File: config.mk
export PLATFORM = sky130hd
export DESIGN_NAME = ltile_frac_logic_gen
export DESIGN_NICKNAME = d
export VERILOG_FILES = /design/src/rtl/frac_logic_pkg.sv /design/src/rtl/ltile_frac_cfg_chain.sv /design/src/rtl/ltile_frac_logic_gen.sv
export SDC_FILE = /design/constraint.sdc
export NUM_CORES = 1
export LEC_CHECK = 0
export CORE_MARGIN = 1.5
export CORE_UTILIZATION = 60
export CTS_BUF_LIST = sky130_fd_sc_hd__clkbuf_4 sky130_fd_sc_hd__clkbuf_8
export DETAILED_ROUTE_END_ITERATION = 8
export GPL_ROUTABILITY_DRIVEN = 0
export GPL_TIMING_DRIVEN = 0
export PLACE_DENSITY = 0.91
export RECOVER_POWER = 100
export SYNTH_ARGS = -nofsm -noshare
export SYNTH_HDL_FRONTEND = slang
export SYNTH_HIERARCHICAL = 1
export SYNTH_SLANG_ARGS = --single-unit
File: constraint.sdc
create_clock -name prog_clk -period 2 [get_ports prog_clk]
set_clock_uncertainty 0.2 [all_clocks]
set_input_delay 0.3 -clock prog_clk [delete_from_list [all_inputs] [get_ports prog_clk]]
set_output_delay 0.3 -clock prog_clk [all_outputs]
set_load 0.005 [all_outputs]
File: src/rtl/frac_logic_pkg.sv
// rtl/frac_logic_pkg.sv - shared types, config-width helper and field offsets for the fractured LUT
// Build option FRAC_LOGIC_PARITY_EN appends an even-parity bit to the configuration word.
package frac_logic_pkg;

   typedef enum logic [1:0] {
      EMPTY   = 2'd0,
      PARTIAL = 2'd1,
      ARMED   = 2'd2
   } load_state_t;

`ifdef FRAC_LOGIC_PARITY_EN
   localparam int PAR_EN = 1;
`else
   localparam int PAR_EN = 0;
`endif

   localparam int TT_LSB = 0;

   function automatic int cfg_w(input int k);
      return (1 << k) + 1 + PAR_EN;
   endfunction

   function automatic int mode_bit(input int k);
      return TT_LSB + (1 << k);
   endfunction

   function automatic int par_bit(input int k);
      return mode_bit(k) + 1;
   endfunction

endpackage

File: src/rtl/ltile_frac_cfg_chain.sv
// rtl/ltile_frac_cfg_chain.sv - shadow scan chain, load FSM and commit into the active config
// Build option FRAC_LOGIC_PARITY_EN gates commits on even parity over the whole chain.
module ltile_frac_cfg_chain
   import frac_logic_pkg::*;
#(
   parameter int CFG_W = 17
) (
   input  logic                      prog_clk,
   input  logic                      prog_reset_n,
   input  logic                      ccff_head,
   input  logic                      ccff_shift,
   input  logic                      ccff_commit,
   output logic                      ccff_tail,
   output logic [CFG_W-PAR_EN-1:0]   active_cfg,
   output logic                      cfg_armed,
   output logic                      cfg_valid,
   output logic                      cfg_err
);

   localparam int CNT_W = $clog2(CFG_W + 1);
   localparam logic [CNT_W-1:0] CNT_FULL = CNT_W'(CFG_W);

   logic [CFG_W-1:0] sr;
   logic [CNT_W-1:0] cnt;
   load_state_t      state;
   logic             parity_ok;

`ifdef FRAC_LOGIC_PARITY_EN
   assign parity_ok = ~(^sr);
`else
   assign parity_ok = 1'b1;
`endif

   assign ccff_tail = sr[CFG_W-1];
   assign cfg_armed = (state == ARMED);

   // Commit has priority over shift so a committed word is never one bit stale.
   always_ff @(posedge prog_clk or negedge prog_reset_n) begin
      if (!prog_reset_n) begin
         sr         <= '0;
         active_cfg <= '0;
         cnt        <= '0;
         state      <= EMPTY;
         cfg_valid  <= 1'b0;
         cfg_err    <= 1'b0;
      end else if (ccff_commit) begin
         if (state == ARMED && parity_ok) begin
            active_cfg <= sr[CFG_W-PAR_EN-1:0];
            cfg_valid  <= 1'b1;
            cfg_err    <= 1'b0;
            cnt        <= '0;
            state      <= EMPTY;
         end else begin
            cfg_err <= 1'b1;
         end
      end else if (ccff_shift) begin
         sr <= {sr[CFG_W-2:0], ccff_head};
         unique case (state)
            EMPTY: begin
               cnt   <= CNT_W'(1);
               state <= (CFG_W == 1) ? ARMED : PARTIAL;
            end
            PARTIAL: begin
               cnt <= cnt + 1'b1;
               if (cnt + 1'b1 == CNT_FULL)
                  state <= ARMED;
            end
            default: cnt <= CNT_FULL;
         endcase
      end
   end

endmodule

File: src/rtl/ltile_frac_logic_gen.sv
// rtl/ltile_frac_logic_gen.sv - fractured K-LUT: one K-LUT or two (K-1)-LUTs sharing low inputs
// Build option FRAC_LOGIC_PARITY_EN widens the configuration chain by one parity bit.
module ltile_frac_logic_gen
   import frac_logic_pkg::*;
#(
   parameter int K = 4
) (
   input  logic         prog_clk,
   input  logic         prog_reset_n,
   input  logic [K-1:0] frac_logic_in,
   input  logic         ccff_head,
   input  logic         ccff_shift,
   input  logic         ccff_commit,
   output logic [1:0]   frac_logic_out,
   output logic         ccff_tail,
   output logic         cfg_armed,
   output logic         cfg_valid,
   output logic         cfg_err
);

   localparam int CFG_W    = cfg_w(K);
   localparam int TT_W     = 1 << K;
   localparam int MODE_BIT = mode_bit(K);

   logic [MODE_BIT:0] active_cfg;
   logic [TT_W-1:0]   truth;
   logic              mode;
   logic              lo;
   logic              hi;
   logic              lutk;

   ltile_frac_cfg_chain #(
      .CFG_W (CFG_W)
   ) u_cfg_chain (
      .prog_clk     (prog_clk),
      .prog_reset_n (prog_reset_n),
      .ccff_head    (ccff_head),
      .ccff_shift   (ccff_shift),
      .ccff_commit  (ccff_commit),
      .ccff_tail    (ccff_tail),
      .active_cfg   (active_cfg),
      .cfg_armed    (cfg_armed),
      .cfg_valid    (cfg_valid),
      .cfg_err      (cfg_err)
   );

   assign truth = active_cfg[TT_LSB +: TT_W];
   assign mode  = active_cfg[MODE_BIT];

   // Both halves index with the shared low inputs; the top input only picks between them.
   assign lo   = truth[{1'b0, frac_logic_in[K-2:0]}];
   assign hi   = truth[{1'b1, frac_logic_in[K-2:0]}];
   assign lutk = frac_logic_in[K-1] ? hi : lo;

   assign frac_logic_out = cfg_valid ? {hi, (mode ? lo : lutk)} : 2'b00;

endmodule

# Yosys cells after proc, flatten, opt, wreduce, memory -nomap -nowiden
# Index checks and enable logic that the tools add are counted.
dict set report totals {
  output_inout_bits 6
  latchBits 0
  input_bits 9
  register_bits 43
  word_cells 39
  romBits 0
  n_memories 0
  mem_bits_rw 0
}
dict set report classes {
  n_bitwise 1
  n_shift 0
  n_mul 0
  mux 17
  div 0
  addsub 1
  n_eq_ne 5
  reduce_logical 7
  order_cmp 2
}
# operator n
set ops {}
lappend ops {{two-way mux 5 bit} 3}
lappend ops {{two-way mux 2 bit} 5}
lappend ops {{case mux 5 bit (2 select lines)} 1}
lappend ops {{binary-select mux 1 bit (select 3 bit)} 2}
lappend ops {{AND reduction 2 bit} 3}
lappend ops {{adder 5 x 1 -> 5 bit (second input constant)} 1}
lappend ops {{== test 5 bit (second input constant)} 1}
lappend ops {{less-than comparator 3 x 5 -> 1 bit (second input constant)} 1}
lappend ops {{less-than comparator 4 x 5 -> 1 bit (second input constant)} 1}
lappend ops {{two-way mux 1 bit} 5}
lappend ops {{case mux 2 bit (2 select lines)} 1}
lappend ops {{AND reduction 4 bit} 1}
lappend ops {{!= test 3 x 2 -> 1 bit (second input constant)} 1}
lappend ops {{nonzero test 3 bit} 1}
lappend ops {{== test 2 x 1 -> 1 bit (second input constant)} 1}
lappend ops {{== test 2 bit (second input constant)} 1}
lappend ops {{logical NOT 2 bit} 1}
lappend ops {{!= test 2 x 1 -> 1 bit (second input constant)} 1}
lappend ops {{nonzero test 2 bit} 1}
lappend ops {{inverter 1 bit} 1}

# Longest topological paths before layout
# Gate-level depths: netlist of run 1.
dict set report depth {
  word_depth 6
  mapped_depth 6
  mapped_depth_nobuf 5
}

# By module
# Netlist of run 1, hierarchy kept.
# mod area_per_inst_um2 seq_area_each_um2 cells_each n_inst
set by_module_without_submodules {}
lappend by_module_without_submodules {ltile_frac_cfg_chain 1909.3 1076.0 167 1}
lappend by_module_without_submodules {ltile_frac_logic_gen 182.7 0.0 19 1}

# Worst setup path after synthesis of run 1
# No wires, ideal clock.
dict set report synth_timing {
  kind {input-to-output}
  startpoint {in frac_logic_in[1]}
  endpoint {out frac_logic_out[0]}
  path_stages 5
  setup_slack_ps 164
  arrival_ps 1336
  t_required_ps 1500
  n_path_buf 1
  path_cell_list {buf_6 > mux4_2 > nor2_2 > a311oi_2 > a32o_1}
}
dict set report synth_via {
  elab_chain_cells 5
  elab_cells_between_ends 7
  cone_classes {mux (7)}
}
# element line_no
set synth_rtl {}
lappend synth_rtl {{start: declaration} ltile_frac_logic_gen.sv:10} ;# input logic [K-1:0] frac_logic_in,
lappend synth_rtl {{binary-select mux 1 bit (select 3 bit) (on tied branches)} {ltile_frac_logic_gen.sv:51, ltile_frac_logic_gen.sv:52}}
lappend synth_rtl {{two-way mux 1 bit (on tied branches)} {ltile_frac_logic_gen.sv:51, ltile_frac_logic_gen.sv:52}}
lappend synth_rtl {{two-way mux 1 bit} ltile_frac_logic_gen.sv:53} ;# assign lutk = frac_logic_in[K-1] ? hi : lo;
lappend synth_rtl {{two-way mux 1 bit *} ltile_frac_logic_gen.sv:55} ;# assign frac_logic_out = cfg_valid ? {hi, (mode ? lo : lutk)} : 2'b00;
lappend synth_rtl {{two-way mux 2 bit *} ltile_frac_logic_gen.sv:55}
lappend synth_rtl {{end: declaration} ltile_frac_logic_gen.sv:14} ;# output logic [1:0] frac_logic_out,
# Every way passes the cells marked *; elsewhere a longest branch is shown, timed or not. The select of a mux whose other input is x is not followed.

# Final worst setup path of run 1
dict set report layout_timing {
  startpoint {reg u_cfg_chain.active_cfg[13]}
  endpoint {out frac_logic_out[0]}
}
dict set report layout_via {
  elab_chain_cells 5
}
# element line_no
set layout_rtl {}
lappend layout_rtl {{start: declaration} ltile_frac_cfg_chain.sv:14} ;# output logic [CFG_W-PAR_EN-1:0] active_cfg,
lappend layout_rtl {{start signal: assignment} ltile_frac_cfg_chain.sv:48} ;# active_cfg <= sr[CFG_W-PAR_EN-1:0];
lappend layout_rtl {{binary-select mux 1 bit (select 3 bit)} ltile_frac_logic_gen.sv:52} ;# assign hi = truth[{1'b1, frac_logic_in[K-2:0]}];
lappend layout_rtl {{two-way mux 1 bit (implied by the code)} ltile_frac_logic_gen.sv:52}
lappend layout_rtl {{two-way mux 1 bit} ltile_frac_logic_gen.sv:53}
lappend layout_rtl {{two-way mux 1 bit} ltile_frac_logic_gen.sv:55}
lappend layout_rtl {{two-way mux 2 bit} ltile_frac_logic_gen.sv:55}
# Every way passes these cells. The select of a mux whose other input is x is not followed.

==> flow_summary.yaml, run 1 <==
status:
  status: "finished with violations"
  violations: "negative setup slack"
synthesis:
  ys_ff_latch: 43
  synth-async-reset-ratio_pct: 100
  synth_largest_area_cell: "dfrtp_1"
  synth_mux_area_share_pct: 17.5
  synth-simple-area-share_pct: 17.0
  synth_most_common_cell: "nand2_1"
  synth_top_family_by_area: "multiplexers"
  synth_top_cells_by_area: "dfrtp_1, mux2_4, nand2_1, buf_6, mux2i_1"
  yosysTopAreaCellShare_pct: 51.4
  netlist_area_um2: 2090
  ys_seq_area_share_pct: 51.4
  synth_ff_type: "dfrtp_1"
  synth_edf_count: 0
  synth-adder-area-share_pct: 1.20
  yosysWarnings: 6
  syn-mean-instance-area_um2: 11.2
  synth_xor_area_share_pct: 0
  netlist-cell-type-count: 40
  synth-compound-area-share_pct: 7.78
  synthesis.nets: 197
  synthTopCellsByCount: "nand2_1, dfrtp_1, mux2_4"
  syn_inst: 186
min_path:
  min_to: "u_cfg_chain/cnt[0]$_DFFE_PN0P_"
  hp-start: "ccff_commit"
  hp-class: "input pin to register"
  min_path_cells: 2
global_route:
  track_usage_pct: 22.8
  antenna_found_initial: 0
  overflow: 0
  grt_pass1_wl_um: 6200
  grt_pass1_vias: 1311
  grt_max_degree: 31
sta:
  max_slew_margin_pct: 49.9
  period_needed_ns: 2.29
  finalSetupViolations: 3
  worst_slack_ns: -0.293
  slew_viol_final: 0
  fmax_mhz: 436
  tightest_slew_ns: 0.752
  rsz0062_at_grt: "true"
  holdWs_ns: 0.00418
  period_share_pct: 115
  hold_viol_final: 0
die:
  die_x_um: 62.1
  core_um2: 3340
  fp-row-count: 21
  initial_core_util_pct: 62.7
  die_h_um: 62.1
  io_pins: 15
  dieArea_um2: 3850
routing:
  drt_iter0_drc: 68
  vias: 1388
  drt_drc_violations_left: 0
  totalWireLength_um: 3920
  wl_per_cell_um: 15.3
  firstDrtPassIters: 4
  vias_per_cell: 5.40
  antenna_left: 0
pwr:
  vdd_drop_max_v: 0.000619
  power_density_nw_per_um2: 867
  p_leak_nw: 1.20
cells_and_area:
  nets: 221
  drive_above_1_share_pct: 15.2
  areaGrowthSynthToFinish_pct: 9.15
  multiInputGateArea_um2: 845
  finish.utilization_pct: 68.4
  antenna_cells: 0
  area.sequential_um2: 1080
  num-fill-cells: 269
placed_design:
  dp_hpwl_um: 2710
  place_ws_ns: -0.778
  portBuffers: 12
critical_path:
  cp_max_fo: 2
  critPathArrivalTime_ns: 1.79
  reg2reg_depth: 5
  cp_data_required_time_ns: 1.50
  cp-end-kind: "output port"
  reg2reg_slack_ns: 0.13
  r2r-end: "u_cfg_chain/active_cfg[12]$_DFFE_PN0P_"
  critPathLaunchType: "register"
  path_class: "register to output port"
  r2r_start: "u_cfg_chain/state[0]$_DFFE_PN0P_"
clocking:
  cts_max_level: 2
  cts.sinks: 43
  clk_pin_slew_ns: 0.13
  tritoncts: "built"
  insertion_delay_ns: 0.35
  root_buffer: "clkbuf_4"
  cts-buffers-inserted: 5
  cts.path.max_buffers: 2
run:
  cap_violations: 0
logic make-up (layout without fill, tap and decap cells):
| logic type | count (synthesis) | after routing |
|---|---|---|
| adder cells (fa/ha/maj) | 2 | 2 |
| buffers and inverters | 17 | 42 |
| AND/OR/NAND/NOR | 77 | 77 |
| AO/OA/AOI/OAI | 22 | 22 |
| flip-flops | 43 | 43 |
| multiplexers | 25 | 25 |
through the flow:
step / instance area [um^2] / cells / TNS (ns) / power, mW
after floorplan: 2090 / 186 / 0 / 1.32
after global placement: 2270 / 244 / -28.14 / 1.42
after detailed placement: 2280 / 245 / -1.29 / 1.45
after CTS: 2390 / 256 / -0.509 / 2.01
after global routing: 2280 / 257 / -0.576 / 2.09
final: 2280 / 257 / -0.351 / 1.98
per-layer routing:
metal	wire, um	part of all wire, %	GRT usage (%)	vias to the layer above
li1	-	-	-	684
met1	1870	48	29.9	678
met2	1890	48	37.5	21
met3	103	2.6	5.59	5
met4	56	1.4	7.29	0
met5	0	0	0	-
where the power goes:
group	internal [mW]	leakage (nW)	switching, mW
registers	0.980	0.574	0.114
clock network	0.296	0.0482	0.272
logic	0.146	0.576	0.170
worst max-delay path: stages (launching register included):
cell      delay (ns)
dfrtp_1         0.41
mux4_2          0.47
nor2_2          0.10
a311oi_2        0.06
a32o_1          0.28
buf_2           0.12
layout make-up:
class | instances | share of cell area [%]
clock buffer | 6 | 2.25
multi-input combinational | 126 | 37.0
buffer | 9 | 2.14
timing repair buffer | 17 | 6.14
tap | 46 | 2.52
clock inverter | 2 | 1.53
inverter | 8 | 1.32
sequential | 43 | 47.1
worst max-delay path by stage:
stage | startpoint | end
floorplan | frac_logic_in[1] | frac_logic_out[0]
global placement | frac_logic_in[0] | frac_logic_out[0]
detailed placement | frac_logic_in[0] | frac_logic_out[0]
CTS | u_cfg_chain/active_cfg[13]$_DFFE_PN0P_ | frac_logic_out[0]
global route | u_cfg_chain/active_cfg[11]$_DFFE_PN0P_ | frac_logic_out[0]
finish | u_cfg_chain/active_cfg[13]$_DFFE_PN0P_ | frac_logic_out[0]
cells in the final DEF (no fill, tap or decap), types with 2 or more instances in the layout:
master and instances:
a21oi_1 4, buf_2 3, buf_4 4, clkbuf_1 5, clkbuf_2 2, clkbuf_4 6
clkdlybuf4s50_1 2, dfrtp_1 43, dlygate4sd2_1 3, dlygate4sd3_1 5, ha_1 2, inv_1 8
mux2_1 15, mux2_2 2, mux2_4 2, mux2i_1 4, nand2_1 57, nand2b_1 3
nand3_1 3, nor2b_1 2, nor3_1 4, o21ai_0 4, o22ai_1 2, o31ai_2 2
sequential cells by signal, indices dropped and copies added (netlist names):
name	flops
u_cfg_chain/cnt	5
u_cfg_chain/sr	17
u_cfg_chain/cfg_err	1
u_cfg_chain/cfg_valid	1
u_cfg_chain/state	2
u_cfg_chain/active_cfg	17
timing repair:
item / 4_1_cts / 5_1_grt
hold endpoints to repair: 43 / 0
hold buffers: 1 / 0
buffers inserted: 2 / 1
endpoints found under the setup margin: 3 / 2
resized for setup: 9 / 4
pin swaps: 3 / 1
(Power assumes the default switching activity.)
==> run 2, diff against run 1 <==
--- a/config.mk
+++ b/config.mk
@@ -6,14 +6,14 @@
 export NUM_CORES = 1
 export LEC_CHECK = 0
 export CORE_MARGIN = 1.5
-export CORE_UTILIZATION = 60
+export CORE_UTILIZATION = 65
 export CTS_BUF_LIST = sky130_fd_sc_hd__clkbuf_4 sky130_fd_sc_hd__clkbuf_8
 export DETAILED_ROUTE_END_ITERATION = 8
-export GPL_ROUTABILITY_DRIVEN = 0
 export GPL_TIMING_DRIVEN = 0
-export PLACE_DENSITY = 0.91
+export PLACE_DENSITY = 0.95
 export RECOVER_POWER = 100
 export SYNTH_ARGS = -nofsm -noshare
 export SYNTH_HDL_FRONTEND = slang
 export SYNTH_HIERARCHICAL = 1
 export SYNTH_SLANG_ARGS = --single-unit
+export TNS_END_PERCENT = 50
==> constraint.sdc (replaced) <==
create_clock -name prog_clk -period 2.75 [get_ports prog_clk]
set_clock_uncertainty 0.2 [all_clocks]
set_input_delay 0.4125 -clock prog_clk [delete_from_list [all_inputs] [get_ports prog_clk]]
set_output_delay 0.4125 -clock prog_clk [all_outputs]
set_load 0.005 [all_outputs]
==> flow_summary.yaml, run 2 (same netlist as run 1, synthesis figures left out) <==
status:
  status: "finished with violations"
  violations: "max-capacitance violations, max-slew violations"
min_path:
  hp-class: "input pin to register"
  hp-start: "ccff_commit"
  min_to: "u_cfg_chain/cnt[0]$_DFFE_PN0P_"
  min_path_cells: 2
sta:
  slew_viol_final: 44
  tightest_slew_ns: 2.17
  max_slew_margin_pct: -44.4
  hold_viol_final: 0
  period_share_pct: 93.0
  fmax_mhz: 391
  finalSetupViolations: 0
  period_needed_ns: 2.56
  rsz0062_at_grt: "false"
die:
  dieArea_um2: 3570
  fp-row-count: 20
  io_pins: 15
  die_h_um: 59.7
  core_um2: 3050
  initial_core_util_pct: 68.5
  die_x_um: 59.7
pwr:
  p_leak_nw: 1.20
  total_power_mw: 1.45
  vdd_drop_max_v: 0.000395
  power_density_nw_per_um2: 639
clocking:
  tritoncts: "built"
  cts_max_level: 2
  insertion_delay_ns: 0.36
  cts-buffers-inserted: 5
  cts.path.max_buffers: 2
  root_buffer: "clkbuf_4"
  postCtsHoldBufs: 0
  cts.sinks: 43
  clk_pin_slew_ns: 0.11
critical_path:
  cp_max_fo: 6
  r2r_start: "u_cfg_chain/state[0]$_DFFE_PN0P_"
  reg2reg_slack_ns: 0.63
  critPathLaunchType: "input pin"
  r2r-end: "u_cfg_chain/active_cfg[15]$_DFFE_PN0P_"
  cp-end-kind: "output port"
  critPathArrivalTime_ns: 1.95
  cp-startpoint: "frac_logic_in[2]"
  cp_data_required_time_ns: 2.14
  path_class: "input pin to output port"
  reg2reg_depth: 5
routing:
  antenna_left: 0
  vias: 1480
  vias_per_cell: 5.83
  totalWireLength_um: 4350
  drt_iter0_drc: 111
  drt_drc_violations_left: 0
  firstDrtPassIters: 4
  wl_per_cell_um: 17.1
global_route:
  track_usage_pct: 27.4
  grt_max_degree: 44
  grt_pass1_wl_um: 7010
  antenna_found_initial: 0
  overflow: 0
  grt_pass1_vias: 1501
cells_and_area:
  design_area_um2: 2280
  num-fill-cells: 239
  layout_commonest_cell: "nand2_1"
  largest_registers: "u_cfg_chain/active_cfg x17, u_cfg_chain/sr x17, u_cfg_chain/cnt x5"
  nets: 220
  layout_common_cells: "nand2_1, dfrtp_1, mux2_1"
  drive_above_1_share_pct: 12.4
  antenna_cells: 0
  areaGrowthSynthToFinish_pct: 8.79
placed_design:
  routabilityCongestion: 0.854
  dp_hpwl_um: 2950
  dpl_cell_area_um2: 2260
  portBuffers: 12
run:
  cap_violations: 1
[run 2: how the worst max path moves through the flow]
stage,endpoint,slack [ns],cells after the start
floorplan,frac_logic_out[0],0.69,5
global placement,frac_logic_out[0],-0.18,5
detailed placement,frac_logic_out[0],-0.21,5
CTS,frac_logic_out[0],0.002,5
global route,frac_logic_out[1],0.14,5
finish,frac_logic_out[1],0.19,5
[run 2: stage by stage]
step / worst slack [ns] / hold WS, ns / util (%) / setup TNS, ns / instances
floorplan: 0.689 / -0.0831 / - / 0 / 186
global placement: -0.181 / 0.260 / 74.3 / -0.181 / 242
detailed placement: -0.211 / 0.267 / 74.1 / -0.266 / 242
CTS: 0.00190 / 0.00128 / 77.8 / 0 / 253
global route: 0.137 / 0.125 / 74.5 / 0 / 254
finish: 0.192 / 0.130 / 74.5 / 0 / 254
[run 2: layer usage]
layer | part of all wire (%) | GRT usage (%)
met2 | 54 | 49.2
met1 | 40 | 31.2
met3 | 3.8 | 6.28
met5 | 0 | 0
met4 | 2.5 | 11.1
[run 2: power by group]
| group | total [mW] | leakage [nW] | internal, mW | switching (mW) |
|---|---|---|---|---|
| clock | 0.410 | 0.0482 | 0.215 | 0.195 |
| sequential | 0.799 | 0.574 | 0.713 | 0.0860 |
| combinational | 0.245 | 0.578 | 0.107 | 0.138 |
| total | 1.45 | 1.20 | 1.03 | 0.419 |
[run 2: area by class of cell]
class | instances | area, um^2 | share of cell area, %
Sequential cell | 43 | 1080 | 47.3
Multi-Input combinational cell | 126 | 838 | 36.8
Timing Repair Buffer | 16 | 144 | 6.32
Tap cell | 44 | 55.1 | 2.42
Clock buffer | 6 | 51.3 | 2.25
Buffer | 9 | 46.3 | 2.03
Clock inverter | 2 | 35.0 | 1.54
Inverter | 8 | 30.0 | 1.32
[run 2: critical path, cell delays in order]
cell and delay, ns:
dlygate4sd2_1 0.37, mux4_2 0.24, nor2_1 0.05, a311oi_2 0.31, clkdlybuf4s50_1 0.56
[run 2: what timing repair did]
action,4_1_cts,5_1_grt
pin swaps,1,2
gates cloned,0,0
setup buffers,3,1
setup endpoints to repair,2,1
gates resized for setup,4,1
